[src/rtl/serial_a_paralelo_if.sv]
// Serial-to-parallel lane bus: the serial input plus the held byte, its
// valid flag and the lane-lock indication.
interface serial_a_paralelo_if;
    logic       in;
    logic [7:0] out;
    logic       valid_out;
    logic       active;

    // Line side: drives serial bits, observes the recovered bytes.
    modport master (output in, input out, valid_out, active);
    // Receiver side.
    modport slave  (input in, output out, valid_out, active);
endinterface

[src/rtl/serial_a_paralelo.sv]
// serial_a_paralelo: PCIe lane serial-to-parallel receiver.
// Hunts for the COM symbol on every bit, confirms byte alignment with
// COM_NEEDED aligned COMs, then delivers each aligned non-COM byte with a
// valid flag held for the whole byte period.
// Optional macro S2P_LOSS_DETECT_EN: drop lock after MAX_GAP consecutive
// aligned data bytes without a COM.
module serial_a_paralelo #(
    parameter logic [7:0] COM        = 8'hBC,
    parameter int         COM_NEEDED = 4,
    parameter int         MAX_GAP    = 16
) (
    input  logic              clk32f,
    input  logic              reset,
    serial_a_paralelo_if.slave bus
);
    localparam int BC_W = $clog2(COM_NEEDED + 1);

    typedef enum logic [1:0] {HUNT, SYNC, ACTIVE} state_t;

    state_t          state_reg, state_next;
    logic [7:0]      sr_reg, sr_next;
    logic [2:0]      cnt_reg, cnt_next;
    logic [BC_W-1:0] bc_cnt_reg, bc_cnt_next;
    logic [7:0]      out_reg, out_next;
    logic            valid_reg, valid_next;
    logic            active_reg, active_next;

    logic [7:0]      b;
    logic            is_com;
    logic            boundary;
    logic [BC_W-1:0] bc_inc;

    assign b        = {sr_reg[6:0], bus.in};
    assign is_com   = (b == COM);
    assign boundary = (cnt_reg == 3'd7);
    assign bc_inc   = bc_cnt_reg + BC_W'(1);

`ifdef S2P_LOSS_DETECT_EN
    localparam int GAP_W = $clog2(MAX_GAP + 1);
    logic [GAP_W-1:0] gap_reg, gap_next;
    logic [GAP_W-1:0] gap_inc;
    assign gap_inc = gap_reg + GAP_W'(1);

    // Gap counter register, only present with loss detection.
    always_ff @(posedge clk32f or posedge reset) begin
        if (reset) gap_reg <= '0;
        else       gap_reg <= gap_next;
    end
`else
    // MAX_GAP has no effect when loss detection is compiled out.
    logic unused_gap_cfg;
    assign unused_gap_cfg = (MAX_GAP != 0);
`endif

    // The MSB of the shift register only matters as history; b already
    // contains everything the decoder needs.
    logic unused_sr_msb;
    assign unused_sr_msb = sr_reg[7];

    // State and datapath registers; reset clears everything immediately.
    always_ff @(posedge clk32f or posedge reset) begin
        if (reset) begin
            state_reg  <= HUNT;
            sr_reg     <= 8'h00;
            cnt_reg    <= 3'd0;
            bc_cnt_reg <= '0;
            out_reg    <= 8'h00;
            valid_reg  <= 1'b0;
            active_reg <= 1'b0;
        end else begin
            state_reg  <= state_next;
            sr_reg     <= sr_next;
            cnt_reg    <= cnt_next;
            bc_cnt_reg <= bc_cnt_next;
            out_reg    <= out_next;
            valid_reg  <= valid_next;
            active_reg <= active_next;
        end
    end

    // Next-state and output decode: hunt on every bit, compare only aligned
    // bytes once a COM has fixed the boundary.
    always_comb begin
        state_next  = state_reg;
        sr_next     = b;
        cnt_next    = cnt_reg + 3'd1;
        bc_cnt_next = bc_cnt_reg;
        out_next    = out_reg;
        valid_next  = valid_reg;
        active_next = active_reg;
`ifdef S2P_LOSS_DETECT_EN
        gap_next    = gap_reg;
`endif
        case (state_reg)
            HUNT: begin
                if (is_com) begin
                    // Realign: the byte just completed ends here.
                    cnt_next    = 3'd0;
                    bc_cnt_next = BC_W'(1);
                    state_next  = SYNC;
                end
            end
            SYNC: begin
                if (boundary) begin
                    if (is_com) begin
                        bc_cnt_next = bc_inc;
                        if (bc_inc == BC_W'(COM_NEEDED)) begin
                            state_next  = ACTIVE;
                            active_next = 1'b1;
                        end
                    end else begin
                        bc_cnt_next = '0;
                        state_next  = HUNT;
                    end
                end
            end
            ACTIVE: begin
                if (boundary) begin
                    if (is_com) begin
                        valid_next = 1'b0;
`ifdef S2P_LOSS_DETECT_EN
                        gap_next   = '0;
`endif
                    end else begin
`ifdef S2P_LOSS_DETECT_EN
                        if (gap_inc == GAP_W'(MAX_GAP)) begin
                            // Too long without a COM: drop this byte and the lock.
                            valid_next  = 1'b0;
                            active_next = 1'b0;
                            bc_cnt_next = '0;
                            gap_next    = '0;
                            state_next  = HUNT;
                        end else begin
                            gap_next   = gap_inc;
                            out_next   = b;
                            valid_next = 1'b1;
                        end
`else
                        out_next   = b;
                        valid_next = 1'b1;
`endif
                    end
                end
            end
            default: state_next = HUNT;
        endcase
    end

    assign bus.out       = out_reg;
    assign bus.valid_out = valid_reg;
    assign bus.active    = active_reg;
endmodule

[src/flat_wrapper.sv]
// flat-port wrapper written by rule: the top's interface ports become plain ports
module serial_a_paralelo_flat 
#(
    parameter logic [7:0] COM        = 8'hBC,
    parameter int         COM_NEEDED = 4,
    parameter int         MAX_GAP    = 16
)
  (clk32f, reset, bus_in, bus_out, bus_valid_out, bus_active);
  serial_a_paralelo_if bus_i ();
  input  logic clk32f;
  input  logic reset;
  input wire logic [$bits(bus_i.in)-1:0] bus_in;
  output wire logic [$bits(bus_i.out)-1:0] bus_out;
  output wire logic [$bits(bus_i.valid_out)-1:0] bus_valid_out;
  output wire logic [$bits(bus_i.active)-1:0] bus_active;
  assign bus_i.in = bus_in;
  assign bus_out = bus_i.out;
  assign bus_valid_out = bus_i.valid_out;
  assign bus_active = bus_i.active;
  serial_a_paralelo #(.COM(COM), .COM_NEEDED(COM_NEEDED), .MAX_GAP(MAX_GAP)) u_core (.clk32f(clk32f), .reset(reset), .bus(bus_i));
endmodule
[config.mk]
export PLATFORM = sky130hd
export DESIGN_NAME = serial_a_paralelo_flat
export DESIGN_NICKNAME = d
export VERILOG_FILES = /design/src/rtl/serial_a_paralelo_if.sv /design/src/rtl/serial_a_paralelo.sv /design/src/flat_wrapper.sv
export SDC_FILE = /design/constraint.sdc
export NUM_CORES = 1
export LEC_CHECK = 0
export CORE_UTILIZATION = 45
export DETAILED_ROUTE_END_ITERATION = 12
export GPL_TIMING_DRIVEN = 0
export HOLD_SLACK_MARGIN = 0.03
export PLACE_DENSITY = 0.67
export SLEW_MARGIN = 20
export SYNTH_ARGS = -nofsm -noshare
export SYNTH_HDL_FRONTEND = slang
export SYNTH_SLANG_ARGS = --single-unit
[constraint.sdc]
create_clock -name clk32f -period 2.8 [get_ports clk32f]
set_input_delay 0.56 -clock clk32f [delete_from_list [all_inputs] [get_ports clk32f]]
set_output_delay 0.56 -clock clk32f [all_outputs]
set_load 0.02 [all_outputs]
==> results.tsv, run 1 <==
metric	value	unit
CTS tree	yes	
max_slew headroom	40.4	%
CTS buffer count	3	
register bit total from synthesis	25	
detailed-route wire length	1.52	mm
DR DRC count	0	
transition at the pin with the smallest max-transition slack	0.893	ns
result of the run	finished clean	
distinct cell type count after synthesis	28	
Tmin final	2.08	ns
Final HPWL DP	1.07	mm
top cells by area, synth	sky130_fd_sc_hd__dfrtp_1 60%, sky130_fd_sc_hd__mux2_2 8.6%, sky130_fd_sc_hd__ha_1 4.8%	
Placement Rows	17	
largest area contributor in the netlist	sky130_fd_sc_hd__dfrtp_1	
post-synthesis instance area	0.00104	mm2
maximum operating frequency	480	MHz
clock latency on the worst-skew pair	0.32	ns
Clock Sink Count	25	
first-pass GRT wire length	2.79	mm
ratio of total power to cell area	566	mW/mm2
clock-pin slew reported for the worst setup and hold paths after clock tree synthesis	0.14	ns
critical path endpoint category	flip-flop	
number of hold violations in the final report	0	
number of buffers inserted to repair setup after CTS	0	
initial drt markers	9	
CP top delay family	buffers and inverters	
Syn Inst Count	75	
Net Count, Synth	82	
flip-flop count of the largest register after layout	8	
crit path DAT	2.30	ns
element type at the critical path start	input port	
area of the core	0.00219	mm2
post-detailed-route wirelength per cell	12.8	um
Critical-path top delay cell	sky130_fd_sc_hd__or4b_4	
longest individual stage delay on the worst path	0.49	ns
CTS H-tree lvls	1	
buffer levels on the longest clock path	2	
number of ports placed on the die boundary	13	
cell leakage power	0.558	nW
Layout Skew	0.00573	ns
die width	50.2	um
worst-path maximum fanout	9	
period utilization	74.4	%
detailed-route via count	597	
net count reported at finish	99	
cts repair resizes	0	
dominant register cell in the synthesized netlist	sky130_fd_sc_hd__dfrtp_1	
ANT cells	0	
critical path, cell by cell	clkdlybuf4s50_1, or4b_4, buf_6, o21bai_4, mux2_2	
per-instance average area after synthesis	13.9	um2
kind of path behind the tightest hold check	flip-flop to flip-flop	
unrepaired setup endpoints after global routing	false	
Area Overhead vs Synth	17.7	%
total power	0.000696	W
number of buffer and inverter instances along the worst setup path	2	
top-area cell type share of the netlist area	59.9	%
number of global-route vias before repair	650	
category of the most critical setup path	input port to flip-flop	
number of detailed-route iterations in the first pass	4	
routability-driven placement congestion ratio	0.743	
effective utilization at floorplan	47.7	%
Worst VDD drop	0.000334	V
vias per cell	5.02	
Detail Route Antenna Nets	0	
number of enable flip-flop cells after synthesis	0	
clock root buffer master	sky130_fd_sc_hd__clkbuf_4	
number of antenna violations at the first check in global routing	0	
count of pins over their slew limit	0	
number of hold buffers added after CTS	0	
WP data required	3.02	ns
Total GRT Usage	15.0	%
Port Buffer Count	12	
sequential cell area fraction in the yosys report	59.9	%
count of yosys warnings during synthesis	0	
Final Setup Violations	0	
share of post-route cells with drive strength above 1	20.9	%
die area	0.00252	mm2
die outline height	50.2	um
sum of negative setup slack	0	ns
fin cells	119	
fraction of synthesis flops using an asynchronous set or reset pin	100	%
maximum number of pins on one net before global-route repair	26	
Post-Place Cells	115	
number of maximum-capacitance constraint violations	0	
Congestion Overflow GR	0	
-- synthesized netlist by cell type (2+ instances only) --
library cell	n
sky130_fd_sc_hd__nand3b_1	3
sky130_fd_sc_hd__dfrtp_1	25
sky130_fd_sc_hd__nand4_1	2
sky130_fd_sc_hd__nor2b_1	2
sky130_fd_sc_hd__nand2b_1	2
sky130_fd_sc_hd__mux2_2	8
sky130_fd_sc_hd__nand2_1	5
sky130_fd_sc_hd__inv_1	5
sky130_fd_sc_hd__ha_1	4
-- cells by family (layout without fill, tap and decap cells) --
kind of cell | Yosys count | after routing | share of synthesized area, %
XOR/XNOR | 1 | 1 | 0.838
AO/OA/AOI/OAI | 11 | 11 | 10.1
buffers and inverters | 7 | 23 | 3.23
multiplexers | 8 | 8 | 8.62
flip-flops | 25 | 25 | 59.9
adder cells (fa/ha/maj) | 4 | 4 | 4.79
AND/OR/NAND/NOR | 19 | 19 | 12.6
-- power by group --
| part | leakage, nW | switching, W | internal, W |
|---|---|---|---|
| clock network | 0.0139 | 0.000109 | 0.0000545 |
| logic | 0.231 | 0.0000588 | 0.0000560 |
| registers | 0.313 | 0.0000217 | 0.000396 |
-- worst register-to-register path: stages, from the launching register on --
cell and delay (ns):
sky130_fd_sc_hd__dfrtp_1 0.37, sky130_fd_sc_hd__ha_1 0.16, sky130_fd_sc_hd__ha_1 0.29, sky130_fd_sc_hd__or4bb_1 0.52
sky130_fd_sc_hd__a2111oi_0 0.42, sky130_fd_sc_hd__a211o_1 0.15
-- final timing paths --
path                                         to               from  depth (start not counted)  slack (ns)
min in group asynchronous      u_core.sr_reg[0]              reset                          2        0.72
min reg2reg                    u_core.sr_reg[4]   u_core.sr_reg[3]                          0        0.42
max in group asynchronous   u_core.state_reg[1]              reset                          2        1.54
min                            u_core.sr_reg[4]   u_core.sr_reg[3]                          0        0.42
max                           u_core.bus.out[0]             bus_in                          5        0.72
max reg2reg                u_core.bc_cnt_reg[2]  u_core.cnt_reg[0]                          5        0.84
-- placed cells by master, fill, tap and decap left out --
cell | netlist | routed
sky130_fd_sc_hd__a2111oi_0 | 1 | 1
sky130_fd_sc_hd__a211o_1 | 1 | 1
sky130_fd_sc_hd__a21oi_1 | 1 | 1
sky130_fd_sc_hd__a22oi_1 | 1 | 1
sky130_fd_sc_hd__a311o_2 | 1 | 1
sky130_fd_sc_hd__buf_6 | 1 | 1
sky130_fd_sc_hd__clkbuf_1 | 1 | 1
sky130_fd_sc_hd__clkbuf_4 | 0 | 3
sky130_fd_sc_hd__clkdlybuf4s50_1 | 0 | 12
sky130_fd_sc_hd__clkinvlp_4 | 0 | 1
sky130_fd_sc_hd__dfrtp_1 | 25 | 25
sky130_fd_sc_hd__ha_1 | 4 | 4
sky130_fd_sc_hd__inv_1 | 5 | 5
sky130_fd_sc_hd__mux2_2 | 8 | 8
sky130_fd_sc_hd__nand2_1 | 5 | 5
sky130_fd_sc_hd__nand2b_1 | 2 | 2
sky130_fd_sc_hd__nand3b_1 | 3 | 3
sky130_fd_sc_hd__nand4_1 | 2 | 2
sky130_fd_sc_hd__nor2_1 | 1 | 1
sky130_fd_sc_hd__nor2b_1 | 2 | 2
sky130_fd_sc_hd__nor4_2 | 1 | 1
sky130_fd_sc_hd__o211a_1 | 1 | 1
sky130_fd_sc_hd__o21ai_0 | 1 | 1
sky130_fd_sc_hd__o21bai_1 | 1 | 1
sky130_fd_sc_hd__o21bai_4 | 1 | 1
sky130_fd_sc_hd__o22ai_1 | 1 | 1
sky130_fd_sc_hd__o32ai_2 | 1 | 1
sky130_fd_sc_hd__or3_4 | 1 | 1
sky130_fd_sc_hd__or4b_4 | 1 | 1
sky130_fd_sc_hd__or4bb_1 | 1 | 1
sky130_fd_sc_hd__xor2_1 | 1 | 1
-- metrics by stage --
| stage | util, % | instance area [um2] | worst slack [ns] | hold slack (ns) |
|---|---|---|---|---|
| 3_5_place_dp | 54.8 | 1200 | 0.347 | 0.391 |
| 4_1_cts | 56.1 | 1230 | 0.701 | 0.419 |
| 3_3_place_gp | 54.8 | 1200 | 0.362 | 0.384 |
| 6_report | 56.1 | 1230 | 0.716 | 0.419 |
| 5_1_grt | 56.1 | 1230 | 0.654 | 0.437 |
| 2_1_floorplan | - | 1040 | 0.923 | 0.363 |
-- area by class of cell --
| class | instances | area (um2) |
|---|---|---|
| buffer | 2 | 15.0 |
| clock buffer | 3 | 22.5 |
| clock inverter | 1 | 7.51 |
| fill | 183 | 961 |
| inverter | 5 | 18.8 |
| multi-input combinational | 43 | 385 |
| sequential | 25 | 626 |
| tap | 28 | 35.0 |
| timing repair buffer | 12 | 120 |
-- layer usage --
metal	GRT usage, %	wire (um)	part of all wire, %	vias to the layer above
met3	2.73	34	2.2	2
li1	-	-	-	297
met5	0	0	0	-
met4	7.14	10	0.66	0
met2	22.4	690	45	7
met1	21.0	785	52	291
(Power assumes the default switching activity.)
==> run 2: changes to the inputs <==
--- a/config.mk
+++ b/config.mk
@@ -9,7 +9,7 @@
 export DETAILED_ROUTE_END_ITERATION = 12
 export GPL_TIMING_DRIVEN = 0
 export HOLD_SLACK_MARGIN = 0.03
-export PLACE_DENSITY = 0.67
+export PLACE_DENSITY = 0.69
 export SLEW_MARGIN = 20
 export SYNTH_ARGS = -nofsm -noshare
 export SYNTH_HDL_FRONTEND = slang
==> constraint.sdc (replaced) <==
create_clock -name clk32f -period 1.75 [get_ports clk32f]
set_input_delay 0.35 -clock clk32f [delete_from_list [all_inputs] [get_ports clk32f]]
set_output_delay 0.35 -clock clk32f [all_outputs]
set_load 0.02 [all_outputs]
==> results.tsv, run 2 (same netlist as run 1, synthesis figures left out) <==
metric	value	unit	change
worst r2r path cells	3		was 5
CTS H-tree lvls	1		unchanged
category of the most critical setup path	flip-flop to flip-flop		was input port to flip-flop
Setup crit end	u_core.bc_cnt_reg[1]		was u_core.bus.out[0]
post-detailed-route wirelength per cell	14.8	um	was 12.8 um
clock root buffer master	sky130_fd_sc_hd__clkbuf_4		unchanged
buffer levels on the longest clock path	2		unchanged
DR DRC count	0		unchanged
grt met1 use	22.1	%	was 21.0%
die outline height	50.2	um	unchanged
net count reported at finish	104		was 99
CTS tree	yes		unchanged
period utilization	100	%	
count of pins over their slew limit	0		unchanged
worst-path maximum fanout	5		was 9
hold path startpoint	bus_in		was u_core.sr_reg[3]
ratio of total power to cell area	866	mW/mm2	was 566 mW/mm2
maximum number of pins on one net before global-route repair	26		unchanged
number of global-route vias before repair	687		was 650
number of maximum-capacitance constraint violations	0		unchanged
max_slew headroom	39.7	%	was 40.4%
CP startpoint	u_core.sr_reg[5]		was bus_in
first-pass GRT wire length	3.05	mm	was 2.79 mm
flip-flop count of the largest register after layout	8		unchanged
transition at the pin with the smallest max-transition slack	0.904	ns	was 0.893 ns
number of ports placed on the die boundary	13		unchanged
share of post-route cells with drive strength above 1	30.2	%	was 20.9%
M3 GR Usage	3.64	%	was 2.73%
clock-pin slew reported for the worst setup and hold paths after clock tree synthesis	0.14	ns	about the same
setup slack after layout	0.000828	ns	was 0.716 ns
kind of path behind the tightest hold check	input port to flip-flop		was flip-flop to flip-flop
most common cell after layout, fill and taps aside	sky130_fd_sc_hd__dfrtp_1		unchanged
number of antenna violations at the first check in global routing	0		unchanged
Total GRT Usage	16.3	%	was 15.0%
busiest layer in global routing	met2		unchanged
sum of negative setup slack	0	ns	unchanged
ANT cells	0		unchanged
number of hold buffers added after CTS	0		unchanged
Layout Skew	0.00605	ns	was 0.00573 ns
top library cells by usage in the layout, fill and taps aside	25 x sky130_fd_sc_hd__dfrtp_1, 11 x sky130_fd_sc_hd__clkdlybuf4s50_1, 7 x sky130_fd_sc_hd__mux2_4		was 25 x sky130_fd_sc_hd__dfrtp_1, 12 x sky130_fd_sc_hd__clkdlybuf4s50_1, 8 x sky130_fd_sc_hd__mux2_2
slack of the worst reg-to-reg path	0.0008	ns	was 0.84 ns
number of hold violations in the final report	0		unchanged
routability-driven placement congestion ratio	0.812		was 0.743
core occupancy in the finished layout	60.8	%	was 56.1%
die area	0.00252	mm2	unchanged
result of the run	finished clean		unchanged
unrepaired setup endpoints after global routing	true		was false
crit path DAT	1.99	ns	was 2.30 ns
Port Buffer Count	12		unchanged
initial drt markers	11		was 9
Final Setup Violations	0		unchanged
WP data required	1.99	ns	was 3.02 ns
element type at the critical path start	flip-flop		was input port
Clock Sink Count	25		unchanged
Worst VDD drop	0.000607	V	was 0.000334 V
CTS buffer count	3		unchanged
filler cell count in the final layout	180		was 183
Tmin final	1.75	ns	
Area Overhead vs Synth	27.4	%	was 17.7%
worst setup slack after placement	-0.488	ns	was 0.347 ns
Placement Rows	17		unchanged
vias per cell	5.09		was 5.02
total power	0.00115	W	was 0.000696 W
FF-to-FF Start	u_core.sr_reg[5]		was u_core.cnt_reg[0]
critical path endpoint category	flip-flop		unchanged
detailed-route wire length	1.83	mm	was 1.52 mm
maximum operating frequency	572	MHz	
Congestion Overflow GR	0		unchanged
Final HPWL DP	1.16	mm	was 1.07 mm
cell leakage power	0.615	nW	was 0.558 nW
area of the core	0.00219	mm2	unchanged
die width	50.2	um	unchanged
reg2reg end	u_core.bc_cnt_reg[1]		was u_core.bc_cnt_reg[2]
met2 GRT Util	25.6	%	was 22.4%
number of detailed-route iterations in the first pass	3		was 4
effective utilization at floorplan	47.7	%	unchanged
Detail Route Antenna Nets	0		unchanged
detailed-route via count	631		was 597
clock latency on the worst-skew pair	0.32	ns	about the same
-- run 2: cell types whose count changed in the layout (fill, tap and decap cells not counted), moves of 2 or more --
cell | previous run | this run
sky130_fd_sc_hd__mux2_4 | 0 | 7
sky130_fd_sc_hd__buf_4 | 0 | 5
sky130_fd_sc_hd__mux2_2 | 8 | 1
sky130_fd_sc_hd__ha_1 | 4 | 2
-- run 2: critical path: stages, from the launching register on --
cell	delay, ns
sky130_fd_sc_hd__dfrtp_1	0.42
sky130_fd_sc_hd__or4b_4	0.59
sky130_fd_sc_hd__or3_4	0.42
sky130_fd_sc_hd__o32ai_2	0.24
-- run 2: cell type report --
type                    count  area [um2]  share of cell area [%]
multi-input cells          43         445                    33.5
repair buffers             19         179                    13.4
flip-flops and latches     25         626                    47.0
well taps                  28        35.0                    2.63
clock inverters             1        5.00                   0.376
clock buffers               3        22.5                    1.69
inverters                   5        18.8                    1.41
-- run 2: how the worst min path moves through the flow --
stage | cells after the start | to | slack, ns
finish | 1 | u_core.sr_reg[0] | 0.30
global route | 1 | u_core.sr_reg[0] | 0.29
CTS | 1 | u_core.sr_reg[0] | 0.29
global placement | 0 | u_core.sr_reg[4] | 0.38
floorplan | 0 | u_core.sr_reg[2] | 0.36
detailed placement | 0 | u_core.sr_reg[1] | 0.39
-- run 2: stage by stage --
stage,area (um2),instances,hold WS (ns)
2_1_floorplan,1050,75,0.363
3_3_place_gp,1200,115,0.384
3_5_place_dp,1200,115,0.385
4_1_cts,1280,124,0.294
5_1_grt,1330,124,0.294
6_report,1330,124,0.298
-- run 2: layer usage --
metal  up-vias  share of wire, %
met2        10                47
li1        308                 -
met5         -                 0
met3         3               3.0
met1       310                49
met4         0               1.1
-- run 2: power by group --
part | internal, W | switching (W) | total [W] | leakage, nW
Clock | 0.0000856 | 0.000171 | 0.000257 | 0.0177
Sequential | 0.000634 | 0.0000463 | 0.000681 | 0.313
Combinational | 0.000111 | 0.000105 | 0.000216 | 0.285
-- run 2: timing repair --
action                     4_1_cts  5_1_grt
pin swaps                        4        0
setup endpoints to repair       15       14
resized for setup                5       11
buffers inserted                 6        1
==> run 3: changes to the inputs <==
--- a/config.mk
+++ b/config.mk
@@ -5,11 +5,13 @@
 export SDC_FILE = /design/constraint.sdc
 export NUM_CORES = 1
 export LEC_CHECK = 0
+export ABC_AREA = 1
 export CORE_UTILIZATION = 45
 export DETAILED_ROUTE_END_ITERATION = 12
 export GPL_TIMING_DRIVEN = 0
 export HOLD_SLACK_MARGIN = 0.03
 export PLACE_DENSITY = 0.69
+export SKIP_LAST_GASP = 1
 export SLEW_MARGIN = 20
 export SYNTH_ARGS = -nofsm -noshare
 export SYNTH_HDL_FRONTEND = slang
==> results.tsv, run 3 <==
metric	value	unit	change
net count reported at finish	137		was 104
Area Overhead vs Synth	16.7	%	was 27.4%
element type at the critical path start	flip-flop		unchanged
number of buffer and inverter instances along the worst setup path	1		was 0
setup slack after layout	0.0883	ns	was 0.000828 ns
cts repair resizes	0		was 5
vias per cell	4.76		was 5.09
Final HPWL DP	1.22	mm	was 1.16 mm
top cells by instance count after synthesis	44 x sky130_fd_sc_hd__nand2_1, 25 x sky130_fd_sc_hd__dfrtp_1, 11 x sky130_fd_sc_hd__inv_1		was 25 x sky130_fd_sc_hd__dfrtp_1, 8 x sky130_fd_sc_hd__mux2_2, 5 x sky130_fd_sc_hd__inv_1, 5 x sky130_fd_sc_hd__nand2_1, 4 x sky130_fd_sc_hd__ha_1
number of maximum-capacitance constraint violations	0		unchanged
clock root buffer master	sky130_fd_sc_hd__clkbuf_4		unchanged
distinct cell type count after synthesis	17		was 28
number of ports placed on the die boundary	13		unchanged
Tmin final	1.66	ns	was 1.75 ns
Layout Skew	0.00750	ns	was 0.00605 ns
Critical-path top delay cell	sky130_fd_sc_hd__clkdlybuf4s50_1		was sky130_fd_sc_hd__or4b_4
ANT cells	0		unchanged
crit path DAT	1.31	ns	was 1.99 ns
maximum operating frequency	602	MHz	was 572 MHz
fin cells	157		was 124
count of yosys warnings during synthesis	0		unchanged
die outline height	51.2	um	was 50.2 um
WP data required	1.40	ns	was 1.99 ns
post-synthesis instance area	0.00109	mm2	was 0.00104 mm2
max_slew headroom	39.2	%	was 39.7%
Detail Route Antenna Nets	0		unchanged
cell leakage power	0.644	nW	was 0.615 nW
CTS H-tree lvls	1		unchanged
number of hold buffers added after CTS	0		unchanged
critical path, cell by cell	clkdlybuf4s50_1		was or4b_4, or3_4, o32ai_2
top cells by area, synth	sky130_fd_sc_hd__dfrtp_1 57%, sky130_fd_sc_hd__nand2_1 15%, sky130_fd_sc_hd__ha_1 4.6%		was sky130_fd_sc_hd__dfrtp_1 60%, sky130_fd_sc_hd__mux2_2 8.6%, sky130_fd_sc_hd__ha_1 4.8%
number of global-route vias before repair	733		was 687
clock latency on the worst-skew pair	0.31	ns	was 0.32 ns
per-instance average area after synthesis	9.63	um2	was 13.9 um2
clock-pin slew reported for the worst setup and hold paths after clock tree synthesis	0.13	ns	was 0.14 ns
top-area cell type share of the netlist area	57.5	%	was 59.9%
die area	0.00262	mm2	was 0.00252 mm2
routability-driven placement congestion ratio	0.803		was 0.812
area of combinational cells with multiple inputs	414	um2	was 445 um2
sum of negative setup slack	0	ns	unchanged
count of pins over their slew limit	0		unchanged
DR DRC count	0		unchanged
Placement Rows	17		unchanged
area of the core	0.00225	mm2	was 0.00219 mm2
Post-Place Cell Area	0.00124	mm2	was 0.00120 mm2
maximum number of pins on one net before global-route repair	26		unchanged
ratio of total power to cell area	833	mW/mm2	was 866 mW/mm2
CP top delay family	buffers and inverters		was simple AND/OR/NAND/NOR gates
number of enable flip-flop cells after synthesis	0		unchanged
effective utilization at floorplan	48.3	%	was 47.7%
Congestion Overflow GR	0		unchanged
sequential standard cell area	626	um2	unchanged
share of post-route cells with drive strength above 1	13.2	%	was 30.2%
Final Setup Violations	0		unchanged
post-detailed-route wirelength per cell	10.7	um	was 14.8 um
period utilization	95.0	%	was 100%
flip-flop count of the largest register after layout	8		unchanged
Worst VDD drop	0.000628	V	was 0.000607 V
sequential cell area fraction in the yosys report	57.5	%	was 59.9%
Clock Sink Count	25		unchanged
result of the run	finished clean		unchanged
worst-path maximum fanout	2		was 5
category of the most critical setup path	flip-flop to output port		was flip-flop to flip-flop
Total GRT Usage	16.5	%	was 16.3%
Syn Inst Count	113		was 75
number of detailed-route iterations in the first pass	4		was 3
unrepaired setup endpoints after global routing	false		was true
longest individual stage delay on the worst path	0.62	ns	was 0.59 ns
fraction of synthesis flops using an asynchronous set or reset pin	100	%	unchanged
initial drt markers	26		was 11
top library cells by usage in the layout, fill and taps aside	44 x sky130_fd_sc_hd__nand2_1, 25 x sky130_fd_sc_hd__dfrtp_1, 12 x sky130_fd_sc_hd__clkdlybuf4s50_1		was 25 x sky130_fd_sc_hd__dfrtp_1, 11 x sky130_fd_sc_hd__clkdlybuf4s50_1, 7 x sky130_fd_sc_hd__mux2_4
number of hold violations in the final report	0		unchanged
Net Count, Synth	120		was 82
number of buffers inserted to repair setup after CTS	0		was 6
die width	51.2	um	was 50.2 um
dominant register cell in the synthesized netlist	sky130_fd_sc_hd__dfrtp_1		unchanged
critical path endpoint category	output port		was flip-flop
worst setup slack after placement	0.149	ns	was -0.488 ns
most used standard cell by instance count after synthesis	sky130_fd_sc_hd__nand2_1		was sky130_fd_sc_hd__dfrtp_1
CTS tree	yes		unchanged
final design instance area without fill	0.00127	mm2	was 0.00133 mm2
number of antenna violations at the first check in global routing	0		unchanged
register bit total from synthesis	25		unchanged
kind of path behind the tightest hold check	flip-flop to flip-flop		was input port to flip-flop
CTS buffer count	3		unchanged
Post-Place Cells	153		was 115
largest area contributor in the netlist	sky130_fd_sc_hd__dfrtp_1		unchanged
most common cell after layout, fill and taps aside	sky130_fd_sc_hd__nand2_1		was sky130_fd_sc_hd__dfrtp_1
Port Buffer Count	12		unchanged
filler cell count in the final layout	215		was 180
first-pass GRT wire length	3.05	mm	unchanged
detailed-route wire length	1.68	mm	was 1.83 mm
transition at the pin with the smallest max-transition slack	0.911	ns	was 0.904 ns
detailed-route via count	748		was 631
worst-case hold slack	0.444	ns	was 0.298 ns
buffer levels on the longest clock path	2		unchanged
==> run 3: cells by family (layout without fill, tap and decap cells) <==
logic type / count (synthesis) / after routing / share of synthesized area, %
AND/OR/NAND/NOR: 67 / 67 / 29.8
flip-flops: 25 / 25 / 57.5
buffers and inverters: 13 / 29 / 4.48
adder cells (fa/ha/maj): 4 / 4 / 4.60
AO/OA/AOI/OAI: 3 / 3 / 2.87
XOR/XNOR: 1 / 1 / 0.805
==> run 3: through the flow <==
step | utilization (%) | total power (W)
2_1_floorplan | - | 0.000779
3_3_place_gp | 55.2 | 0.000807
3_5_place_dp | 55.2 | 0.000820
4_1_cts | 56.3 | 0.00108
5_1_grt | 56.3 | 0.00113
6_report | 56.3 | 0.00106
==> run 3: path summary, 6_finish.rpt <==
path,start,slack [ns],to,cells past startpoint
worst min-delay path,u_core.sr_reg[5],0.44,u_core.sr_reg[6],0
worst min register to register,u_core.sr_reg[5],0.44,u_core.sr_reg[6],0
max in group asynchronous,reset,0.68,u_core.bc_cnt_reg[2],2
worst max-delay path,u_core.bus.out[0],0.09,bus_out[0],1
worst max register to register,u_core.cnt_reg[0],0.36,u_core.bus.out[0],6
min in group asynchronous,reset,0.52,u_core.sr_reg[0],2
==> run 3: cell type report <==
type	instances	share of cell area, %
tap	28	2.76
inverter	13	3.84
multi-input combinational	75	32.6
timing repair buffer	12	9.46
clock buffer	4	2.07
sequential	25	49.3
==> run 3: where the power goes <==
group,total [W],switching (W),internal (W)
registers,0.000652,0.0000287,0.000624
logic,0.000151,0.0000932,0.0000582
clock network,0.000255,0.000166,0.0000890
==> run 3: metal layers <==
layer	global-route usage (%)	routed length [um]	part of all wire (%)	up-vias
met5	0	0	0	-
met4	9.72	16	0.95	0
met3	3.57	46	2.7	2
met2	25.7	766	45	11
met1	21.0	855	51	354
li1	-	-	-	381
